<file path="config.mk">
export PLATFORM = sky130hd
export DESIGN_NAME = sram_pump_arbiter
export DESIGN_NICKNAME = d
export VERILOG_FILES = /design/src/rtl/sram_pump_arbiter.sv
export SDC_FILE = /design/constraint.sdc
export NUM_CORES = 1
export LEC_CHECK = 0
export CAP_MARGIN = 20
export CORE_MARGIN = 10
export CORE_UTILIZATION = 43
export DETAILED_ROUTE_END_ITERATION = 10
export PLACE_DENSITY = 0.82
export SLEW_MARGIN = 20
export SYNTH_ARGS = -nofsm -noshare
export SYNTH_HDL_FRONTEND = slang
export SYNTH_SLANG_ARGS = --single-unit
</file>
<file path="constraint.sdc">
create_clock -name clk -period 2 [get_ports clk]
set_input_delay 0.5 -clock clk [delete_from_list [all_inputs] [get_ports clk]]
set_output_delay 0.5 -clock clk [all_outputs]
set_load 0.005 [all_outputs]
</file>
<file path="src/rtl/sram_pump_arbiter.sv">
// sram_pump_arbiter
//   Owns the external SRAM and shares it between the SPI data-pump write stream and the
//   core memory port. The pump always wins. While a pump session is active the core is
//   held in reset. After the session ends, the core is released a programmable number of
//   cycles later.
//
// Ports
//   clk, reset                     system clock, synchronous active-high reset
//   pump_active_i/a_i/d_i/we_n_i   pump session flag and write strobe (sck domain)
//   core_req_i/we_i/a_i/d_i        core access request, held until core_ack_o
//   core_ack_o, core_q_o           one-cycle completion pulse and read data
//   core_reset_o                   holds the core in reset
//   pump_overrun_o                 sticky: a pump strobe arrived before the previous one was
//                                  serviced
//   sram_*                         SRAM pins (address, data out/in, data OE, WE#, OE#)
//
// Optional feature (macro PUMP_CHECKSUM_EN)
//   Adds pump_sum_o[15:0]: the modulo-2^16 sum of every byte the pump has written.
module sram_pump_arbiter #(
    parameter int unsigned ADDR_W         = 19,
    parameter int unsigned WE_CYCLES      = 2,
    parameter int unsigned RD_CYCLES      = 2,
    parameter int unsigned RELEASE_CYCLES = 16
) (
    input  logic              clk,
    input  logic              reset,
    input  logic              pump_active_i,
    input  logic [ADDR_W-1:0] pump_a_i,
    input  logic [7:0]        pump_d_i,
    input  logic              pump_we_n_i,
    input  logic              core_req_i,
    input  logic              core_we_i,
    input  logic [ADDR_W-1:0] core_a_i,
    input  logic [7:0]        core_d_i,
    output logic              core_ack_o,
    output logic [7:0]        core_q_o,
    output logic              core_reset_o,
    output logic              pump_overrun_o,
    output logic [ADDR_W-1:0] sram_a_o,
    output logic [7:0]        sram_dq_o,
    input  logic [7:0]        sram_dq_i,
    output logic              sram_dq_oe_o,
    output logic              sram_we_n_o,
    output logic              sram_oe_n_o
`ifdef PUMP_CHECKSUM_EN
    ,
    output logic [15:0]       pump_sum_o
`endif
);

    localparam logic [3:0] WeLoad = 4'(WE_CYCLES - 1);
    localparam logic [3:0] RdLoad = 4'(RD_CYCLES - 1);
    // The synced-fall detect cycle and the drop edge each count as one release cycle.
    localparam logic [7:0] RelLoad  = (RELEASE_CYCLES > 1) ? 8'(RELEASE_CYCLES - 2) : 8'd0;
    localparam logic       RelShort = (RELEASE_CYCLES <= 1);

    typedef enum logic [2:0] {StIdle, StWrSetup, StWrStrobe, StWrHold, StRdWait} state_e;

    // ------------------------------------------------------------------ synchronizers
    logic [1:0] act_sync_q, wen_sync_q;
    logic       act_prev_q, wen_prev_q;
    logic       act_rise, act_fall, pump_evt;

    always_ff @(posedge clk) begin
        if (reset) begin
            act_sync_q <= 2'b00;
            act_prev_q <= 1'b0;
            wen_sync_q <= 2'b11;
            wen_prev_q <= 1'b1;
        end else begin
            act_sync_q <= {act_sync_q[0], pump_active_i};
            act_prev_q <= act_sync_q[1];
            wen_sync_q <= {wen_sync_q[0], pump_we_n_i};
            wen_prev_q <= wen_sync_q[1];
        end
    end

    assign act_rise = act_sync_q[1] & ~act_prev_q;
    assign act_fall = ~act_sync_q[1] & act_prev_q;
    assign pump_evt = wen_prev_q & ~wen_sync_q[1];

    // ------------------------------------------------------------------ pump capture
    state_e            state_q, state_d;
    logic [ADDR_W-1:0] pump_a_q;
    logic [7:0]        pump_d_q;
    logic              pend_q, pend_d, overrun_q;

    always_comb begin
        pend_d = pend_q;
        if (state_q == StIdle) pend_d = 1'b0;  // IDLE always takes a pending byte
        if (pump_evt)          pend_d = 1'b1;
    end

    always_ff @(posedge clk) begin
        if (reset) begin
            pump_a_q  <= '0;
            pump_d_q  <= 8'h00;
            pend_q    <= 1'b0;
            overrun_q <= 1'b0;
        end else begin
            pend_q <= pend_d;
            if (pump_evt) begin
                pump_a_q <= pump_a_i;
                pump_d_q <= pump_d_i;
                if (pend_q) overrun_q <= 1'b1;
            end
        end
    end

    // ------------------------------------------------------------------ core reset release
    logic       core_reset_q, core_reset_d;
    logic       rel_run_q, rel_run_d;
    logic [7:0] rel_cnt_q, rel_cnt_d;
    logic       rel_done;

    always_comb begin
        core_reset_d = core_reset_q;
        rel_run_d    = rel_run_q;
        rel_cnt_d    = rel_cnt_q;
        rel_done     = 1'b0;
        if (act_rise) begin
            core_reset_d = 1'b1;
            rel_run_d    = 1'b0;
        end else if (act_fall) begin
            rel_run_d = 1'b1;
            rel_cnt_d = RelLoad;
            rel_done  = RelShort;
        end else if (rel_run_q) begin
            if (rel_cnt_q != 8'd0) rel_cnt_d = rel_cnt_q - 8'd1;
            else                   rel_done  = 1'b1;
        end
        // An expired count waits here until the memory is quiet.
        if (rel_done && !pend_q && state_q == StIdle) begin
            core_reset_d = 1'b0;
            rel_run_d    = 1'b0;
        end
    end

    always_ff @(posedge clk) begin
        if (reset) begin
            core_reset_q <= 1'b1;
            rel_run_q    <= 1'b0;
            rel_cnt_q    <= 8'd0;
        end else begin
            core_reset_q <= core_reset_d;
            rel_run_q    <= rel_run_d;
            rel_cnt_q    <= rel_cnt_d;
        end
    end

    // ------------------------------------------------------------------ access FSM
    logic [3:0]        cnt_q, cnt_d;
    logic              owner_pump_q, owner_pump_d;
    logic [ADDR_W-1:0] sram_a_q, sram_a_d;
    logic [7:0]        sram_dq_q, sram_dq_d, core_q_q, core_q_d;
    logic              dq_oe_q, dq_oe_d, we_n_q, we_n_d, oe_n_q, oe_n_d, ack_q, ack_d;
    logic              core_go;

    // A read acks while already back in IDLE with the request still up; ack_q masks it.
    assign core_go = core_req_i && !core_reset_q && !ack_q;

    always_ff @(posedge clk) begin
        if (reset) state_q <= StIdle;
        else       state_q <= state_d;
    end

    always_comb begin
        state_d = state_q;
        unique case (state_q)
            StIdle: begin
                if (pend_q)       state_d = StWrSetup;
                else if (core_go) state_d = core_we_i ? StWrSetup : StRdWait;
            end
            StWrSetup:  state_d = StWrStrobe;
            StWrStrobe: if (cnt_q == 4'd0) state_d = StWrHold;
            StWrHold:   state_d = StIdle;
            StRdWait:   if (cnt_q == 4'd0) state_d = StIdle;
            default:    state_d = StIdle;
        endcase
    end

    always_comb begin
        cnt_d        = cnt_q;
        owner_pump_d = owner_pump_q;
        sram_a_d     = sram_a_q;
        sram_dq_d    = sram_dq_q;
        dq_oe_d      = dq_oe_q;
        we_n_d       = we_n_q;
        oe_n_d       = oe_n_q;
        ack_d        = 1'b0;
        core_q_d     = core_q_q;
        unique case (state_q)
            StIdle: begin
                if (pend_q) begin
                    owner_pump_d = 1'b1;
                    sram_a_d     = pump_a_q;
                    sram_dq_d    = pump_d_q;
                    dq_oe_d      = 1'b1;
                end else if (core_go) begin
                    owner_pump_d = 1'b0;
                    sram_a_d     = core_a_i;
                    if (core_we_i) begin
                        sram_dq_d = core_d_i;
                        dq_oe_d   = 1'b1;
                    end else begin
                        oe_n_d  = 1'b0;
                        dq_oe_d = 1'b0;
                        cnt_d   = RdLoad;
                    end
                end
            end
            StWrSetup: begin
                we_n_d = 1'b0;
                cnt_d  = WeLoad;
            end
            StWrStrobe: begin
                if (cnt_q == 4'd0) begin
                    we_n_d = 1'b1;
                    ack_d  = !owner_pump_q;
                end else begin
                    cnt_d = cnt_q - 4'd1;
                end
            end
            StWrHold: dq_oe_d = 1'b0;
            StRdWait: begin
                if (cnt_q == 4'd0) begin
                    core_q_d = sram_dq_i;
                    ack_d    = 1'b1;
                    oe_n_d   = 1'b1;
                end else begin
                    cnt_d = cnt_q - 4'd1;
                end
            end
            default: ;
        endcase
    end

    always_ff @(posedge clk) begin
        if (reset) begin
            cnt_q        <= 4'd0;
            owner_pump_q <= 1'b0;
            sram_a_q     <= '0;
            sram_dq_q    <= 8'h00;
            dq_oe_q      <= 1'b0;
            we_n_q       <= 1'b1;
            oe_n_q       <= 1'b1;
            ack_q        <= 1'b0;
            core_q_q     <= 8'h00;
        end else begin
            cnt_q        <= cnt_d;
            owner_pump_q <= owner_pump_d;
            sram_a_q     <= sram_a_d;
            sram_dq_q    <= sram_dq_d;
            dq_oe_q      <= dq_oe_d;
            we_n_q       <= we_n_d;
            oe_n_q       <= oe_n_d;
            ack_q        <= ack_d;
            core_q_q     <= core_q_d;
        end
    end

`ifdef PUMP_CHECKSUM_EN
    logic [15:0] sum_q;
    always_ff @(posedge clk) begin
        if (reset || act_rise)                       sum_q <= 16'h0000;
        else if (state_q == StWrHold && owner_pump_q) sum_q <= sum_q + {8'h00, sram_dq_q};
    end
    assign pump_sum_o = sum_q;
`endif

    assign core_ack_o     = ack_q;
    assign core_q_o       = core_q_q;
    assign core_reset_o   = core_reset_q;
    assign pump_overrun_o = overrun_q;
    assign sram_a_o       = sram_a_q;
    assign sram_dq_o      = sram_dq_q;
    assign sram_dq_oe_o   = dq_oe_q;
    assign sram_we_n_o    = we_n_q;
    assign sram_oe_n_o    = oe_n_q;

endmodule

</file>
==> run metrics <==
P_leak ~1.9 nW; CTS root buf clkbuf_8; Psw 911.9 uW; GR Util met2 0.2508; sequential share of power 0.508; Fmax about 520 MHz; Mapped Nets 491; Crit Reg-Reg Endpoint rel_cnt_q[0]; Fin. Hold Viols 0; Hold Slack about 0.42 ns; setup_tns 0 ns; Worst setup EP type flop; Slew Limit Fails 0; antenna-violating nets left 0; Via-to-Cell Ratio roughly 5.3; number of port buffers 108; reg2reg path depth 7; Worst Skew just over 0.008 ns; min Tclk post-route 1.933 ns; Critical Path AT roughly 2.2 ns; power per cell area approximately 730 nW/um2; Routed WL per cell about 15 um; CP cell instances inv_1 > ha_2 > or3b_2 > o211ai_1 > buf_4 > xnor2_1 > nor2_1; combinational share of power 0.130; fin crit share 0.9663; internal cell power just under 3 mW; final worst slack 0.06748 ns; Global Route met1 Usage 0.1664; largest net degree at the start of global routing 39; hold path start wen_sync_q[0]; Net Sw Frac 0.2370; initial antenna violation count 0; # setup viols final 0; WHS Endpoint wen_sync_q[1]; GR peak layer met2; dpl hpwl approximately 7000 um; die height approximately 110 um; crit path launch type flop; CTS H-tree depth 3; vias in the first global route 3386; critical path's slowest cell or3b_2; Synth Instances 420; GPL Wtd Cong 0.8369; Critical Setup Path Class reg2reg; share of cells above drive strength 1 0.09830; Clock Latency Late Sink roughly 0.36 ns; Hold Crit Depth 1; Inserted Clock Buffers 9; Synth warnings 0; die area 12860 um2; Initial Util 0.4364; Synth cell types 46; CP Max Fanout 5; required time worst endpoint around 2.2 ns; Worst Tran Pin Value 0.5024 ns; Critical R2R Launch rel_cnt_q[0]; clock transition at the registers of the reported paths roughly 0.090 ns; Reg2Reg Setup Slack between 0.06 and 0.07 ns; Clock Path Buffers 2; Mean Syn Cell Area 8.928 um2; grt met3 use 0.07297; gr usage total 0.1500; Chip Width 113.4 um; CTS tree yes; Slew headroom 0.6646; core area between 8000 and 9000 um2; Iter 0 DRT Violations around 100; area delta synth->final 39.81%; crit-path max cell delay between 0.4 and 0.5 ns; clk sink count just over 90; DRT Pass-1 Iters 4; Max-cap violations 0; pre-CTS setup slack -0.06308 ns; clock share of power 0.362; Power Total approximately 3.8 mW; DRC 0; Peak supply drop 0.4348 mV; total grt overflow 0; type of the worst min-delay path reg2reg; first-pass GRT wire length approximately 16000 um; outcome finished, final reports clean; Inserted Diodes 0; total I/O pin count 109; Rows 34; nets between 500 and 600; final wirelength 9786 um; Seq/Total Area, Yosys 0.4912; Mapped Area about 3700 um2; Yosys reg bits between 90 and 100; routed vias around 3400
[sequential cells by signal, summed over array words and instances, names as in the netlist, 2 cells and up]
name        flops
cnt_q           4
sram_dq_o       8
wen_sync_q      2
core_q_o        8
pump_d_q        8
act_sync_q      2
state_q         3
pump_a_q       19
rel_cnt_q       8
sram_a_o       19
[timing repair]
action,4_1_cts,5_1_grt
hold endpoints to repair,0,0
hold buffers,0,0
buffers inserted,0,3
gates resized for setup,0,11
setup endpoints to repair,0,10
[power groups by stage]
stage          sequential, mW  combinational (mW)  clock, mW
3_5_place_dp             1.99               0.493          0
2_1_floorplan            1.98               0.230          0
4_1_cts                  1.95               0.496       1.42
3_3_place_gp             1.99               0.481          0
6_report                 1.95               0.500       1.39
5_1_grt                  1.96               0.551       1.51
[stage by stage]
stage	std cells	utilization	area, um2
detailed placement	617	0.5770	4959
global route	637	0.6101	5243
floorplan	420	-	3750
CTS	633	0.6031	5182
global placement	617	0.5770	4959
finish	637	0.6101	5243
[worst max-delay path, delay by kind of cell, from the launching register on]
kind            cells  cell delay (ns)
compound gates      1             0.34
xor+xnor            1             0.10
fa+ha+maj           1             0.22
flops               1             0.35
simple gates        2             0.51
buf+inv             2             0.31
[worst max path at each step]
stage | from | end | cells past startpoint
global placement | core_req_i | sram_dq_o[0] | 6
floorplan | cnt_q[0] | core_q_o[0] | 8
global route | rel_cnt_q[0] | rel_cnt_q[1] | 6
CTS | cnt_q[1] | core_q_o[6] | 6
finish | rel_cnt_q[0] | rel_cnt_q[0] | 7
detailed placement | core_req_i | sram_dq_o[2] | 6
[cell type report]
class | instances | area (um2)
inverter | 8 | 30.03
sequential | 92 | 1848
clock inverter | 6 | 86.33
clock buffer | 10 | 137.6
fill | 739 | 3351
timing repair buffer | 123 | 1239
multi-input combinational | 290 | 1767
tap | 108 | 135.1
[cells in the mapped netlist, drive strengths merged]
cell / count / area share
a211oi: 28 / 0.056
a21o: 1 / 0.0020
a21oi: 38 / 0.051
a22o: 1 / 0.0027
a22oi: 2 / 0.0040
a311oi: 3 / 0.0070
a31o: 1 / 0.0023
a31oi: 3 / 0.0050
buf: 19 / 0.027
clkbuf: 12 / 0.012
dfxtp: 92 / 0.49
ha: 3 / 0.010
inv: 8 / 0.0080
mux2i: 35 / 0.093
nand2: 63 / 0.063
nand2b: 7 / 0.012
nand3: 3 / 0.0040
nand4: 1 / 0.0017
nand4b: 2 / 0.0047
nor2: 44 / 0.044
nor2b: 6 / 0.010
nor3: 8 / 0.012
nor3b: 2 / 0.0040
nor4: 2 / 0.0033
nor4b: 1 / 0.0023
nor4bb: 1 / 0.0027
o2111ai: 1 / 0.0023
o211ai: 2 / 0.0040
o21a: 2 / 0.0040
o21ai: 7 / 0.0093
o21ba: 1 / 0.0027
o311a: 1 / 0.0027
o31ai: 2 / 0.0040
or2: 3 / 0.0050
or3: 5 / 0.0083
or3b: 2 / 0.0047
or4: 5 / 0.011
xnor2: 2 / 0.0047
xor2: 1 / 0.0023
[routing by layer]
layer / up-vias / part of all wire
li1: 1679 / -
met1: 1559 / 0.41
met2: 103 / 0.49
met3: 10 / 0.092
met4: 0 / 0.0098
met5: - / 0
[cell families after synthesis]
kind of cell,Yosys count,share of synthesized area
AOI/OAI and AO/OA,93,0.1588
xor gates and xnor gates,3,0.007008
adders and majority gates,3,0.01001
buffers and inverters,39,0.04705
DFF,92,0.4912
muxes,35,0.09343
and+or+nand+nor,155,0.1925
[cell usage in the layout (no fill, tap or decap), drive strengths merged, types with 3 or more instances in the layout]
cell	synthesis	layout
dfxtp	92	92
a21oi	38	38
buf	19	16
a311oi	3	3
o21ai	7	7
nand2	63	63
nor3	8	8
inv	8	9
nand2b	7	7
nand3	3	3
or2	3	3
ha	3	3
or4	5	6
clkbuf	12	10
mux2i	35	35
clkdlybuf4s50	0	107
a31oi	3	3
a211oi	28	28
or3	5	5
nor2b	6	6
nor2	44	44
Note: power is estimated with default switching activity, not from simulation.
